$ cat src/rtl/fir_bank_mac_if.sv
// Sample/coefficient/result bundle for one FIR sub-filter bank.
// The bank drives the slave side; the sample source drives the master side.
interface fir_bank_mac_if #(
  parameter int BANK_LEN     = 6,
  parameter int INPUT_WIDTH  = 12,
  parameter int TAP_WIDTH    = 16,
  parameter int OUTPUT_WIDTH = 16
) ();
  localparam int IDX_W = (BANK_LEN > 1) ? $clog2(BANK_LEN) : 1;

  logic                           clear;
  logic signed [INPUT_WIDTH-1:0]  din;
  logic                           din_valid;
  logic                           din_ready;
  logic                           coef_we;
  logic [IDX_W-1:0]               coef_addr;
  logic signed [TAP_WIDTH-1:0]    coef_data;
  logic                           coef_ready;
  logic signed [OUTPUT_WIDTH-1:0] dout;
  logic                           dout_valid;
  logic                           dout_sat;

  modport master (
    output clear, din, din_valid, coef_we, coef_addr, coef_data,
    input  din_ready, coef_ready, dout, dout_valid, dout_sat
  );

  modport slave (
    input  clear, din, din_valid, coef_we, coef_addr, coef_data,
    output din_ready, coef_ready, dout, dout_valid, dout_sat
  );
endinterface

$ cat src/rtl/fir_bank_mac.sv
// Polyphase FIR sub-filter bank: one shared multiplier walks the taps,
// then the accumulator is rounded, saturated and presented as a registered result.
module fir_bank_mac #(
  parameter int BANK_LEN     = 6,
  parameter int INPUT_WIDTH  = 12,
  parameter int TAP_WIDTH    = 16,
  parameter int ACC_WIDTH    = 31,
  parameter int OUTPUT_WIDTH = 16,
  parameter int OUT_SHIFT    = 15
) (
  input logic           clk,
  input logic           rst_n,
  fir_bank_mac_if.slave bus
);

  localparam int IDX_W  = (BANK_LEN > 1) ? $clog2(BANK_LEN) : 1;
  localparam int PROD_W = INPUT_WIDTH + TAP_WIDTH;
  localparam int RND_SH = (OUT_SHIFT > 0) ? (OUT_SHIFT - 1) : 0;

  localparam logic [IDX_W-1:0] LAST_IDX = IDX_W'(BANK_LEN - 1);
  localparam logic [IDX_W:0]   LEN_X    = (IDX_W + 1)'(BANK_LEN);

  // Rounding and clamp constants live one bit wider than the accumulator.
  localparam logic signed [ACC_WIDTH:0] ONE_X    = {{ACC_WIDTH{1'b0}}, 1'b1};
  localparam logic signed [ACC_WIDTH:0] RND_BIAS = (OUT_SHIFT > 0) ? (ONE_X <<< RND_SH) : '0;
  localparam logic signed [ACC_WIDTH:0] OUT_MAX  =
    {{(ACC_WIDTH + 2 - OUTPUT_WIDTH){1'b0}}, {(OUTPUT_WIDTH - 1){1'b1}}};
  localparam logic signed [ACC_WIDTH:0] OUT_MIN  =
    {{(ACC_WIDTH + 2 - OUTPUT_WIDTH){1'b1}}, {(OUTPUT_WIDTH - 1){1'b0}}};

  typedef enum logic [1:0] {
    ST_IDLE = 2'd0,
    ST_MAC  = 2'd1,
    ST_OUT  = 2'd2
  } state_t;

  state_t                         r_state;
  logic [IDX_W-1:0]               r_idx;
  logic signed [INPUT_WIDTH-1:0]  r_dline [BANK_LEN];
  logic signed [TAP_WIDTH-1:0]    r_coef  [BANK_LEN];
  logic signed [ACC_WIDTH-1:0]    r_acc;
  logic signed [OUTPUT_WIDTH-1:0] r_dout;
  logic                           r_dout_sat;
  logic                           r_dout_valid;
  logic                           r_ready;

  logic signed [PROD_W-1:0]       w_d_ext;
  logic signed [PROD_W-1:0]       w_c_ext;
  logic signed [PROD_W-1:0]       w_prod;
  logic signed [ACC_WIDTH-1:0]    w_prod_ext;
  logic signed [ACC_WIDTH:0]      w_acc_x;
  logic signed [ACC_WIDTH:0]      w_rounded;
  logic signed [OUTPUT_WIDTH-1:0] w_sat_val;
  logic                           w_sat_flag;
  logic                           w_accept;
  logic                           w_coef_wr;

  assign bus.din_ready  = r_ready;
  assign bus.coef_ready = r_ready;
  assign bus.dout       = r_dout;
  assign bus.dout_valid = r_dout_valid;
  assign bus.dout_sat   = r_dout_sat;

  // Tap product, accumulator rounding/clamping and handshake qualifiers.
  always_comb begin
    w_d_ext    = {{TAP_WIDTH{r_dline[r_idx][INPUT_WIDTH-1]}}, r_dline[r_idx]};
    w_c_ext    = {{INPUT_WIDTH{r_coef[r_idx][TAP_WIDTH-1]}}, r_coef[r_idx]};
    w_prod     = w_d_ext * w_c_ext;
    w_prod_ext = {{(ACC_WIDTH - PROD_W){w_prod[PROD_W-1]}}, w_prod};
    w_acc_x    = {r_acc[ACC_WIDTH-1], r_acc};
    w_rounded  = (w_acc_x + RND_BIAS) >>> OUT_SHIFT;
    w_sat_val  = w_rounded[OUTPUT_WIDTH-1:0];
    w_sat_flag = 1'b0;
    if (w_rounded > OUT_MAX) begin
      w_sat_val  = OUT_MAX[OUTPUT_WIDTH-1:0];
      w_sat_flag = 1'b1;
    end else if (w_rounded < OUT_MIN) begin
      w_sat_val  = OUT_MIN[OUTPUT_WIDTH-1:0];
      w_sat_flag = 1'b1;
    end else begin
      w_sat_flag = 1'b0;
    end
    w_accept  = bus.din_valid & r_ready;
    w_coef_wr = bus.coef_we & r_ready & ({1'b0, bus.coef_addr} < LEN_X);
  end

  // Control FSM together with delay line, coefficient store, accumulator and result registers.
  always_ff @(posedge clk) begin
    if (!rst_n) begin
      r_state      <= ST_IDLE;
      r_idx        <= '0;
      r_acc        <= '0;
      r_dout       <= '0;
      r_dout_sat   <= 1'b0;
      r_dout_valid <= 1'b0;
      r_ready      <= 1'b1;
      for (int k = 0; k < BANK_LEN; k++) begin
        r_dline[k] <= '0;
        r_coef[k]  <= '0;
      end
    end else if (bus.clear) begin
      // Flush wins over any handshake this cycle; result and taps are kept.
      r_state      <= ST_IDLE;
      r_idx        <= '0;
      r_acc        <= '0;
      r_dout_valid <= 1'b0;
      r_ready      <= 1'b1;
      for (int k = 0; k < BANK_LEN; k++) begin
        r_dline[k] <= '0;
      end
    end else begin
      r_dout_valid <= 1'b0;
      case (r_state)
        ST_IDLE: begin
          if (w_coef_wr) begin
            r_coef[bus.coef_addr] <= bus.coef_data;
          end
          if (w_accept) begin
            r_dline[0] <= bus.din;
            for (int k = 1; k < BANK_LEN; k++) begin
              r_dline[k] <= r_dline[k-1];
            end
            r_acc   <= '0;
            r_idx   <= '0;
            r_ready <= 1'b0;
            r_state <= ST_MAC;
          end
        end
        ST_MAC: begin
          r_acc <= r_acc + w_prod_ext;
          if (r_idx == LAST_IDX) begin
            r_idx   <= '0;
            r_state <= ST_OUT;
          end else begin
            r_idx <= r_idx + 1'b1;
          end
        end
        ST_OUT: begin
          r_dout       <= w_sat_val;
          r_dout_sat   <= w_sat_flag;
          r_dout_valid <= 1'b1;
          r_ready      <= 1'b1;
          r_state      <= ST_IDLE;
        end
        default: begin
          r_idx   <= '0;
          r_ready <= 1'b1;
          r_state <= ST_IDLE;
        end
      endcase
    end
  end

endmodule
$ cat src/flat_wrapper.sv
// flat-port wrapper written by rule: the top's interface ports become plain ports
module fir_bank_mac_flat 
#(
  parameter int BANK_LEN     = 6,
  parameter int INPUT_WIDTH  = 12,
  parameter int TAP_WIDTH    = 16,
  parameter int ACC_WIDTH    = 31,
  parameter int OUTPUT_WIDTH = 16,
  parameter int OUT_SHIFT    = 15
)
  (clk, rst_n, bus_clear, bus_din, bus_din_valid, bus_coef_we, bus_coef_addr, bus_coef_data, bus_din_ready, bus_coef_ready, bus_dout, bus_dout_valid, bus_dout_sat);
  fir_bank_mac_if #(.BANK_LEN(BANK_LEN), .INPUT_WIDTH(INPUT_WIDTH), .TAP_WIDTH(TAP_WIDTH), .OUTPUT_WIDTH(OUTPUT_WIDTH)) bus_i ();
  input logic clk;
  input logic rst_n;
  input wire logic [$bits(bus_i.clear)-1:0] bus_clear;
  input wire logic [$bits(bus_i.din)-1:0] bus_din;
  input wire logic [$bits(bus_i.din_valid)-1:0] bus_din_valid;
  input wire logic [$bits(bus_i.coef_we)-1:0] bus_coef_we;
  input wire logic [$bits(bus_i.coef_addr)-1:0] bus_coef_addr;
  input wire logic [$bits(bus_i.coef_data)-1:0] bus_coef_data;
  output wire logic [$bits(bus_i.din_ready)-1:0] bus_din_ready;
  output wire logic [$bits(bus_i.coef_ready)-1:0] bus_coef_ready;
  output wire logic [$bits(bus_i.dout)-1:0] bus_dout;
  output wire logic [$bits(bus_i.dout_valid)-1:0] bus_dout_valid;
  output wire logic [$bits(bus_i.dout_sat)-1:0] bus_dout_sat;
  assign bus_i.clear = bus_clear;
  assign bus_i.din = bus_din;
  assign bus_i.din_valid = bus_din_valid;
  assign bus_i.coef_we = bus_coef_we;
  assign bus_i.coef_addr = bus_coef_addr;
  assign bus_i.coef_data = bus_coef_data;
  assign bus_din_ready = bus_i.din_ready;
  assign bus_coef_ready = bus_i.coef_ready;
  assign bus_dout = bus_i.dout;
  assign bus_dout_valid = bus_i.dout_valid;
  assign bus_dout_sat = bus_i.dout_sat;
  fir_bank_mac #(.BANK_LEN(BANK_LEN), .INPUT_WIDTH(INPUT_WIDTH), .TAP_WIDTH(TAP_WIDTH), .ACC_WIDTH(ACC_WIDTH), .OUTPUT_WIDTH(OUTPUT_WIDTH), .OUT_SHIFT(OUT_SHIFT)) u_core (.clk(clk), .rst_n(rst_n), .bus(bus_i));
endmodule
$ cat config.mk
export PLATFORM = sky130hd
export DESIGN_NAME = fir_bank_mac_flat
export DESIGN_NICKNAME = d
export VERILOG_FILES = /design/src/rtl/fir_bank_mac_if.sv /design/src/rtl/fir_bank_mac.sv /design/src/flat_wrapper.sv
export SDC_FILE = /design/constraint.sdc
export NUM_CORES = 1
export LEC_CHECK = 0
export ABC_AREA = 1
export CELL_PAD_IN_SITES_DETAIL_PLACEMENT = 0
export CELL_PAD_IN_SITES_GLOBAL_PLACEMENT = 1
export CORE_MARGIN = 3
export CORE_UTILIZATION = 49
export DETAILED_ROUTE_END_ITERATION = 8
export HOLD_SLACK_MARGIN = 0.15
export PLACE_DENSITY_LB_ADDON = 0.1
export SLEW_MARGIN = 20
export SYNTH_ARGS = -nofsm -noshare
export SYNTH_HDL_FRONTEND = slang
export SYNTH_SLANG_ARGS = --single-unit
$ cat constraint.sdc
create_clock -name clk -period 7.99 [get_ports clk]
set_input_delay 1.598 -clock clk [delete_from_list [all_inputs] [get_ports clk]]
set_output_delay 1.598 -clock clk [all_outputs]
set_load 0.02 [all_outputs]
==> impl_metrics.toml, run 1 <==
[global_routing]
grt_pass1_wl_mm = 83.6
overflow = 0
grt_usage_pct = 24.0
grt_pass1_vias = 15500
grt_max_degree = 77
antenna_found_initial = 1

[placement]
numPortBuffers = 55
place_hpwl_mm = 38.2
dp.cells = 2868
gp_congestion = 0.914

[power_and_ir_drop]
power_density_mw_per_mm2 = 218
p_leak_uw = 0.0102
pwr-share-clk_pct = 28.2
switching_share_pct = 38.5
peakVddDrop_uv = 180
total_power_uw = 4850
internal-power_uw = 2990
power_switching_uw = 1870
combPwrFrac_pct = 40.1
seqPwrFrac_pct = 31.7

[routing]
vias = 15100
dr.pass1.iters = 5
first_iter_violations = 1183
avgRoutedWirePerCell_um = 17.4
antenna_left = 0
drc = 0
routed_via_density = 5.17
wl_mm = 50.9

[finish]
multi_input_area_mm2 = 0.0110
drive_gt1_share_pct = 5.54
final_cell_mix = "inv_1 (447), nor2_1 (391), nand2_1 (382)"
regArea_mm2 = 0.00717
final_common_cell = "inv_1"
nFillCells = 3752
final_cells = 2924
syn_to_final_growth_pct = 10.7
antennaDiodeCount = 0
fin_nets = 2712

[min_path]
min_from = "u_core.r_acc[2]$_SDFFE_PP0P_"
min_delay_path_depth = 2
hold_end = "u_core.r_acc[2]$_SDFFE_PP0P_"
hp-class = "flop to flop"

[timing]
finalCritPeriodShare_pct = 90.7
setup_viol = 0
finClkSkew_ns = 0.0526
fin_setup_tns_ns = 0
fmax_ghz = 0.138
tightest_slew_ns = 0.948
rsz0062_at_grt = "no"
timing_hold_violations_final = 0
min_period_ns = 7.25
hold_ws_ns = 0.464
relSlewSlack_pct = 36.6
maxSlewViolCount = 0

[clock_tree]
clock_sinks = 258
cts_tree = "built"
cts_setup_buffers = 0
clkTransAtPathRegs_ns = 0.06
cts_htree_levels = 1
hold_buffers = 0
clk_latency_ns = 0.61
cts_root_buffer = "clkbuf_16"
clockBufferDepth = 3
cts_resized = 0
cts_buffers = 30

[logic_synthesis]
synth_cell_types = 41
syn-instance-count = 2310
syn_area_mm2 = 0.0202
ys_async_sr_fraction_pct = 0
ys_warn_count = 0
synth_area_per_cell_um2 = 8.73
synth-seq-cells = 258
synth.yosys.seq_area_share_pct = 35.5
synth_edf_count = 200
synthFlopType = "edfxtp_1"

[run]
maxCapViolCount = 0

[floorplanning]
rows = 73
coreArea_mm2 = 0.0402
start_util_pct = 50.2
ios = 56
die_y_um = 209
die_area_mm2 = 0.0436
die_w_um = 209

[critical_path]
worstSetupStartpointType = "flop"
cp.arrival_ns = 7.70
r2r-end = "u_core.r_acc[29]$_SDFFE_PP0P_"
critPathSlowestCell = "fa_1"
reg2reg_depth = 27
worstSetupEndpointType = "flop"
crit_buf_inv = 8
path_class = "flop to flop"
critPathMaxStageDelay_ns = 0.76
crit_family = "adder cells"
worst_ep_required_time_ns = 8.44
r2r_slack_ns = 0.74
crit_fanout = 49

[outcome]
status = "finished, final reports clean"
## sequential cells by signal, summed over array words and instances, names as in the netlist, named ones only
signal / cells
u_core.r_dline: 72
u_core.bus.dout: 16
u_core.r_state: 2
u_core.bus.dout_valid: 1
u_core.bus.dout_sat: 1
u_core.bus.coef_ready: 1
u_core.r_acc: 31
u_core.r_coef: 128
u_core.r_idx: 3
## layer usage
layer / GRT usage [%] / up-vias / part of all wire (%)
li1: - / 7312 / -
met1: 34.0 / 7434 / 46
met2: 40.5 / 334 / 48
met3: 2.40 / 49 / 4.3
met4: 4.87 / 0 / 2.0
met5: 0 / - / 0
## stage by stage
stage                     util [%]  instance area (um2)  worst slack (ns)
final                         55.5                22300             0.743
after global routing          55.5                22300             0.136
after CTS                     55.5                22300             0.684
after detailed placement      53.1                21300             0.684
after global placement        53.1                21300             0.739
after floorplan                  -                20300              1.99
## cell usage after synthesis, types with 2 or more instances
cell type	count	area, um2
nand3b_1	3	22.5
xor2_1	17	149
buf_4	6	45.0
a21boi_0	6	45.0
nand3_1	74	370
nand4_1	17	106
nor2_4	2	22.5
buf_1	2	7.51
inv_2	12	45.0
buf_6	3	33.8
clkbuf_1	31	116
edfxtp_1	200	6010
fa_1	219	4380
nand3_2	4	40.0
nand2_2	3	18.8
a21oi_1	90	450
dfxtp_1	58	1160
nor2_1	393	1480
a31oi_1	2	12.5
o21ai_1	9	45.0
ha_1	82	1030
buf_2	36	180
o31ai_1	2	15.0
o21ai_0	117	586
nor3_2	2	20.0
o21bai_1	5	37.5
nand2_1	384	1440
nor3_4	2	32.5
xnor2_1	3	26.3
o21ai_4	5	81.3
inv_1	447	1680
o21ai_2	16	140
nor3_1	14	70.1
or2_2	6	37.5
o22ai_1	32	200
## worst max-delay path by stage
stage	to	slack, ns	cells after the start
2_1_floorplan	u_core.r_acc[30]$_SDFFE_PP0P_	1.99	29
3_3_place_gp	u_core.r_acc[29]$_SDFFE_PP0P_	0.74	26
3_5_place_dp	u_core.r_acc[29]$_SDFFE_PP0P_	0.68	26
4_1_cts	u_core.r_acc[29]$_SDFFE_PP0P_	0.68	26
5_1_grt	u_core.r_acc[30]$_SDFFE_PP0P_	0.14	29
6_report	u_core.r_acc[29]$_SDFFE_PP0P_	0.74	27
## layout make-up
cell class | count | area share [%]
tap | 525 | 2.94
clock inverter | 17 | 0.706
sequential | 258 | 32.1
inverter | 460 | 7.74
timing repair buffer | 81 | 3.45
clock buffer | 39 | 3.65
multi-input combinational | 1544 | 49.4
## power by group through the flow
stage          sequential [uW]  clock [uW]  combinational, uW
2_1_floorplan             1550           0               1460
3_3_place_gp              1560           0               1940
3_5_place_dp              1570           0               1950
4_1_cts                   1540        1400               1970
5_1_grt                   1540        1450               2260
6_report                  1540        1370               1950
## logic make-up (layout without fill, tap and decap cells)
family / after synthesis / after routing / synth area share (%)
AND/OR/NAND/NOR: 906 / 906 / 18.2
buffers and inverters: 539 / 597 / 10.5
AO/OA/AOI/OAI: 285 / 285 / 8.04
other: 1 / 32 / 0.0186
XOR/XNOR: 20 / 20 / 0.869
flip-flops: 258 / 258 / 35.5
adder cells (fa/ha/maj): 301 / 301 / 26.8
## worst reg2reg max path, cell delays in order, from the launching register on
cell and delay, ns:
dfxtp_4 0.63, buf_4 0.39, o21ai_0 0.15, o22ai_1 0.18
inv_1 0.07, o21ai_2 0.28, inv_2 0.12, nor2_1 0.26
inv_1 0.11, fa_1 0.76, buf_4 0.28, fa_1 0.45
inv_1 0.09, fa_1 0.44, fa_1 0.54, inv_1 0.05
fa_1 0.47, inv_1 0.04, ha_1 0.27, ha_1 0.40
nand2_1 0.14, nor2_1 0.27, and2_1 0.25, nand3_1 0.19
nand2_1 0.12, nand2_1 0.05, nand3_1 0.07, a21oi_1 0.07
Power figures use the tool's default switching activity.
==> run 2, diff against run 1 <==
--- a/config.mk
+++ b/config.mk
@@ -8,8 +8,7 @@
 export ABC_AREA = 1
 export CELL_PAD_IN_SITES_DETAIL_PLACEMENT = 0
 export CELL_PAD_IN_SITES_GLOBAL_PLACEMENT = 1
-export CORE_MARGIN = 3
-export CORE_UTILIZATION = 49
+export CORE_UTILIZATION = 30
 export DETAILED_ROUTE_END_ITERATION = 8
 export HOLD_SLACK_MARGIN = 0.15
 export PLACE_DENSITY_LB_ADDON = 0.1
==> run 2 against run 1 <==
  * The flow now finishes with violations (DRC)
  * Sequential cell count is the same
  * Cell count increased by 12%
  * Die area up 56%
  * Routed wire length rose by 13%
  * Register-to-register slack about the same
  * Worst setup slack better by 0.00060 ns
  * Clock skew down 0.030 ns
  * Final area grew 2.8%
  * Total power increased by 4.4%
  * Core utilization down 21 points
  * Clock power is 11% higher
  * Critical path type unchanged
  * Critical endpoint unchanged
  * Largest cell class unchanged
  * Largest power group unchanged
==> impl_metrics.toml, run 2 (synthesis results as in run 1) <==
[critical_path]
worstSetupEndpointType = "flop"
worstSetupStartpointType = "flop"
cp.arrival_ns = 7.64
reg2reg_depth = 27
path_class = "flop to flop"
worst_ep_required_time_ns = 8.39
crit_fanout = 62

[floorplanning]
die_y_um = 261
die_w_um = 261
start_util_pct = 30.5
ios = 56
rows = 94
coreArea_mm2 = 0.0661
die_area_mm2 = 0.0683

[timing]
min_period_ns = 7.25
fin_setup_tns_ns = 0
finClkSkew_ns = 0.0230
maxSlewViolCount = 0
fmax_ghz = 0.138
hold_ws_ns = 0.465
finalCritPeriodShare_pct = 90.7
tightest_slew_ns = 1.01
relSlewSlack_pct = 32.4
setup_viol = 0
timing_hold_violations_final = 0
rsz0062_at_grt = "no"

[routing]
dr.pass1.iters = 9
drc = 1
wl_mm = 57.6
avgRoutedWirePerCell_um = 17.6
antenna_left = 0
vias = 15200
routed_via_density = 4.63
first_iter_violations = 815

[finish]
largest_reg_flops = 128
final_common_cell = "inv_1"
syn_to_final_growth_pct = 13.7
regMostFlops = "u_core.r_coef"
fin_nets = 2723
antennaDiodeCount = 0
design_area_mm2 = 0.0229
top_regs = "u_core.r_coef (128), u_core.r_dline (72), u_core.r_acc (31)"
drive_gt1_share_pct = 5.76
nFillCells = 7017
final_cell_mix = "inv_1 (447), nor2_1 (391), nand2_1 (382)"

[min_path]
hp-class = "flop to flop"
min_delay_path_depth = 2

[clock_tree]
cts_setup_buffers = 0
cts_root_buffer = "clkbuf_16"
cts_tree = "built"
clock_sinks = 258
clkTransAtPathRegs_ns = 0.06
hold_buffers = 0
cts_buffers = 35
cts_resized = 0
clk_latency_ns = 0.55
cts_htree_levels = 2
clockBufferDepth = 3

[power_and_ir_drop]
p_leak_uw = 0.0103
peakVddDrop_uv = 132
total_power_uw = 5070
power_density_mw_per_mm2 = 221

[global_routing]
grt_max_degree = 77
grt_pass1_wl_mm = 92.1
overflow = 0
grt_pass1_vias = 15900
antenna_found_initial = 0
grt_usage_pct = 17.7

[run]
maxCapViolCount = 0

[outcome]
status = "finished, violations left"
violations = "DRC"

[placement]
place_hpwl_mm = 43.7
numPortBuffers = 55
placed_area_mm2 = 0.0218
gp_congestion = 0.828
## run 2: changes by cell type in the layout (fill, tap and decap cells not counted), sizes merged
cell,change
buf,+6
inv,+1
clkinvlp,-2
clkbuf,+8
## run 2: layer usage
layer | wire length, um | track usage (%)
met1 | 26800 | 23.8
met4 | 883 | 3.29
met5 | 0 | 0
met3 | 2600 | 3.21
met2 | 27300 | 29.8
## run 2: path summary, 6_finish.rpt
check	from	endpoint	slack, ns
worst max register to register	flop	u_core.r_acc[29]$_SDFFE_PP0P_	0.74
worst min register to register	u_core.r_acc[3]$_SDFFE_PP0P_	u_core.r_acc[3]$_SDFFE_PP0P_	0.47
worst max-delay path	flop	u_core.r_acc[29]$_SDFFE_PP0P_	0.74
worst min-delay path	u_core.r_acc[3]$_SDFFE_PP0P_	u_core.r_acc[3]$_SDFFE_PP0P_	0.47
## run 2: power by group
group          switching (uW)  total [uW]  internal [uW]
Clock                     622        1520            903
Combinational            1300        2010            709
Sequential               30.9        1540           1510
Total                    1950        5070           3120
## run 2: layout make-up
| class | instances | area [um2] | area share, % |
|---|---|---|---|
| inverter | 460 | 1730 | 7.54 |
| tap | 864 | 1080 | 4.71 |
| clock inverter | 16 | 141 | 0.617 |
| timing repair buffer | 87 | 841 | 3.67 |
| multi-input combinational | 1544 | 11000 | 48.0 |
| clock buffer | 47 | 952 | 4.15 |
| sequential | 258 | 7170 | 31.3 |
## run 2: worst max-delay path, cell delays in order (launching register included)
cell	delay, ns
dfxtp_4	0.72
buf_12	0.31
o21ai_0	0.14
o22ai_1	0.17
inv_1	0.07
o21ai_2	0.16
inv_2	0.11
nor2_1	0.27
inv_1	0.11
fa_1	0.78
buf_4	0.28
fa_1	0.45
inv_1	0.10
fa_1	0.45
fa_1	0.55
inv_1	0.05
fa_1	0.48
inv_1	0.04
ha_1	0.28
ha_1	0.41
nand2_1	0.14
nor2_1	0.23
and2_1	0.21
nand3_1	0.19
nand2_1	0.12
nand2_1	0.05
nand3_1	0.07
a21oi_1	0.07
## run 2: stage by stage
stage	utilization [%]	instances	setup WS [ns]
after floorplan	-	2341	1.99
after global placement	33.0	3213	0.765
after detailed placement	33.0	3213	0.737
after CTS	34.7	3276	0.710
after global routing	34.7	3276	0.241
final	34.7	3276	0.743
==> run 3, diff against run 2 <==
--- a/config.mk
+++ b/config.mk
@@ -6,11 +6,13 @@
 export NUM_CORES = 1
 export LEC_CHECK = 0
 export ABC_AREA = 1
+export CAP_MARGIN = 10
 export CELL_PAD_IN_SITES_DETAIL_PLACEMENT = 0
 export CELL_PAD_IN_SITES_GLOBAL_PLACEMENT = 1
 export CORE_UTILIZATION = 30
 export DETAILED_ROUTE_END_ITERATION = 8
 export HOLD_SLACK_MARGIN = 0.15
+export MAX_ROUTING_LAYER = met4
 export PLACE_DENSITY_LB_ADDON = 0.1
 export SLEW_MARGIN = 20
 export SYNTH_ARGS = -nofsm -noshare
==> run 3 against run 2 <==
  * The run still ends with DRC left
  * Sequential power about the same
  * Fmax about the same
  * Non-clock buffer count unchanged
  * Worst setup slack improved by 0.0024 ns
  * Clock skew increased by 0.0019 ns
  * Count of clock-buffer cells in the layout unchanged
  * Worst hold slack unchanged
  * Clock power about the same
  * Critical path type unchanged
  * Largest power group unchanged
==> impl_metrics.toml, run 3 (synthesis results as in run 1) <==
[outcome]
status = "finished, violations left"
violations = "DRC"

[floorplanning]
die_area_mm2 = 0.0683
die_y_um = 261
coreArea_mm2 = 0.0661
ios = 56
rows = 94
start_util_pct = 30.5
die_w_um = 261

[timing]
maxSlewViolCount = 0
fmax_ghz = 0.138
finClkSkew_ns = 0.0250
timing_hold_violations_final = 0
tightest_slew_ns = 1.00
min_period_ns = 7.24
fin_setup_tns_ns = 0
setup_viol = 0
rsz0062_at_grt = "no"
relSlewSlack_pct = 32.9
finalCritPeriodShare_pct = 90.7

[clock_tree]
cts_tree = "built"
clock_sinks = 258
cts_root_buffer = "clkbuf_16"
cts_setup_buffers = 0
cts_buffers = 35
cts_htree_levels = 2
clkTransAtPathRegs_ns = 0.06
cts_resized = 0
clk_latency_ns = 0.55
hold_buffers = 0
clockBufferDepth = 3

[power_and_ir_drop]
power_density_mw_per_mm2 = 221
p_leak_uw = 0.0103
total_power_uw = 5070
peakVddDrop_uv = 132

[min_path]
hp-class = "flop to flop"
min_delay_path_depth = 2

[run]
maxCapViolCount = 0

[finish]
multi_input_area_mm2 = 0.0110
antennaDiodeCount = 0
final_cell_mix = "inv_1 (447), nor2_1 (391), nand2_1 (382)"
regMostFlops = "u_core.r_coef"
final_common_cell = "inv_1"
drive_gt1_share_pct = 5.76
regArea_mm2 = 0.00717
nFillCells = 7017
fin_nets = 2723
design_area_mm2 = 0.0229
post-route-util_pct = 34.7
syn_to_final_growth_pct = 13.7
top_regs = "u_core.r_coef (128), u_core.r_dline (72), u_core.r_acc (31)"
largest_reg_flops = 128

[placement]
gp_congestion = 0.842
numPortBuffers = 55
place_hpwl_mm = 43.7
placed_area_mm2 = 0.0218

[global_routing]
antenna_found_initial = 0
grt_usage_pct = 18.2
grt_max_degree = 77
grt_pass1_wl_mm = 92.0
grt_pass1_vias = 15900
overflow = 0

[critical_path]
r2r-end = "u_core.r_acc[29]$_SDFFE_PP0P_"
critical_path.endpoint = "u_core.r_acc[29]$_SDFFE_PP0P_"
worstSetupEndpointType = "flop"
worst_ep_required_time_ns = 8.39
worstSetupStartpointType = "flop"
crit_fanout = 62
critPathMaxStageDelay_ns = 0.78
reg2reg_depth = 27
r2r_slack_ns = 0.75
path_class = "flop to flop"
critPathSlowestCell = "fa_1"
cp.arrival_ns = 7.64

[routing]
vias = 15100
avgRoutedWirePerCell_um = 17.6
wl_mm = 57.6
drc = 1
routed_via_density = 4.60
first_iter_violations = 762
dr.pass1.iters = 9
antenna_left = 0
## run 3: cell counts in the layout (fill, tap and decap cells not counted)
Identical to the previous run, type by type.
## run 3: per-stage QoR
stage                     setup WS, ns  std cells  hold WS [ns]
after floorplan                   1.99       2341         0.441
after global placement           0.765       3213         0.452
after detailed placement         0.737       3213         0.459
after CTS                        0.710       3276         0.469
after global routing             0.238       3276         0.484
final                            0.746       3276         0.465
## run 3: worst max-delay path, delay by kind of cell (launching register included)
kind            cells  cell delay, ns
compound gates      4            0.54
flops               1            0.72
buf+inv             8            1.08
fa+ha+maj           7            3.40
simple gates        8            1.29
## run 3: worst min path at each step
stage / from / end / slack, ns
after detailed placement: u_core.r_acc[4]$_SDFFE_PP0P_ / u_core.r_acc[4]$_SDFFE_PP0P_ / 0.46
after CTS: u_core.r_acc[9]$_SDFFE_PP0P_ / u_core.r_acc[9]$_SDFFE_PP0P_ / 0.47
after global placement: u_core.r_acc[6]$_SDFFE_PP0P_ / u_core.r_acc[6]$_SDFFE_PP0P_ / 0.45
after floorplan: u_core.r_acc[2]$_SDFFE_PP0P_ / u_core.r_acc[2]$_SDFFE_PP0P_ / 0.44
final: u_core.r_acc[3]$_SDFFE_PP0P_ / u_core.r_acc[3]$_SDFFE_PP0P_ / 0.47
after global routing: u_core.r_acc[5]$_SDFFE_PP0P_ / u_core.r_acc[5]$_SDFFE_PP0P_ / 0.48
## run 3: layout make-up
class,instances,share of cell area (%)
tap,864,4.71
clock inverter,16,0.617
inverter,460,7.54
sequential,258,31.3
clock buffer,47,4.15
timing repair buffer,87,3.67
multi-input combinational,1544,48.0
## run 3: metal layers
layer	GRT usage (%)	wire, um	up-vias
met2	29.8	27300	217
met3	3.21	2420	55
li1	-	-	7317
met5	-	0	-
met1	23.8	27000	7493
met4	3.29	894	0
## run 3: where the power goes
part,switching (uW),internal [uW],total (uW)
combinational,1300,709,2010
sequential,31.1,1510,1540
clock,623,903,1530
total,1950,3120,5070
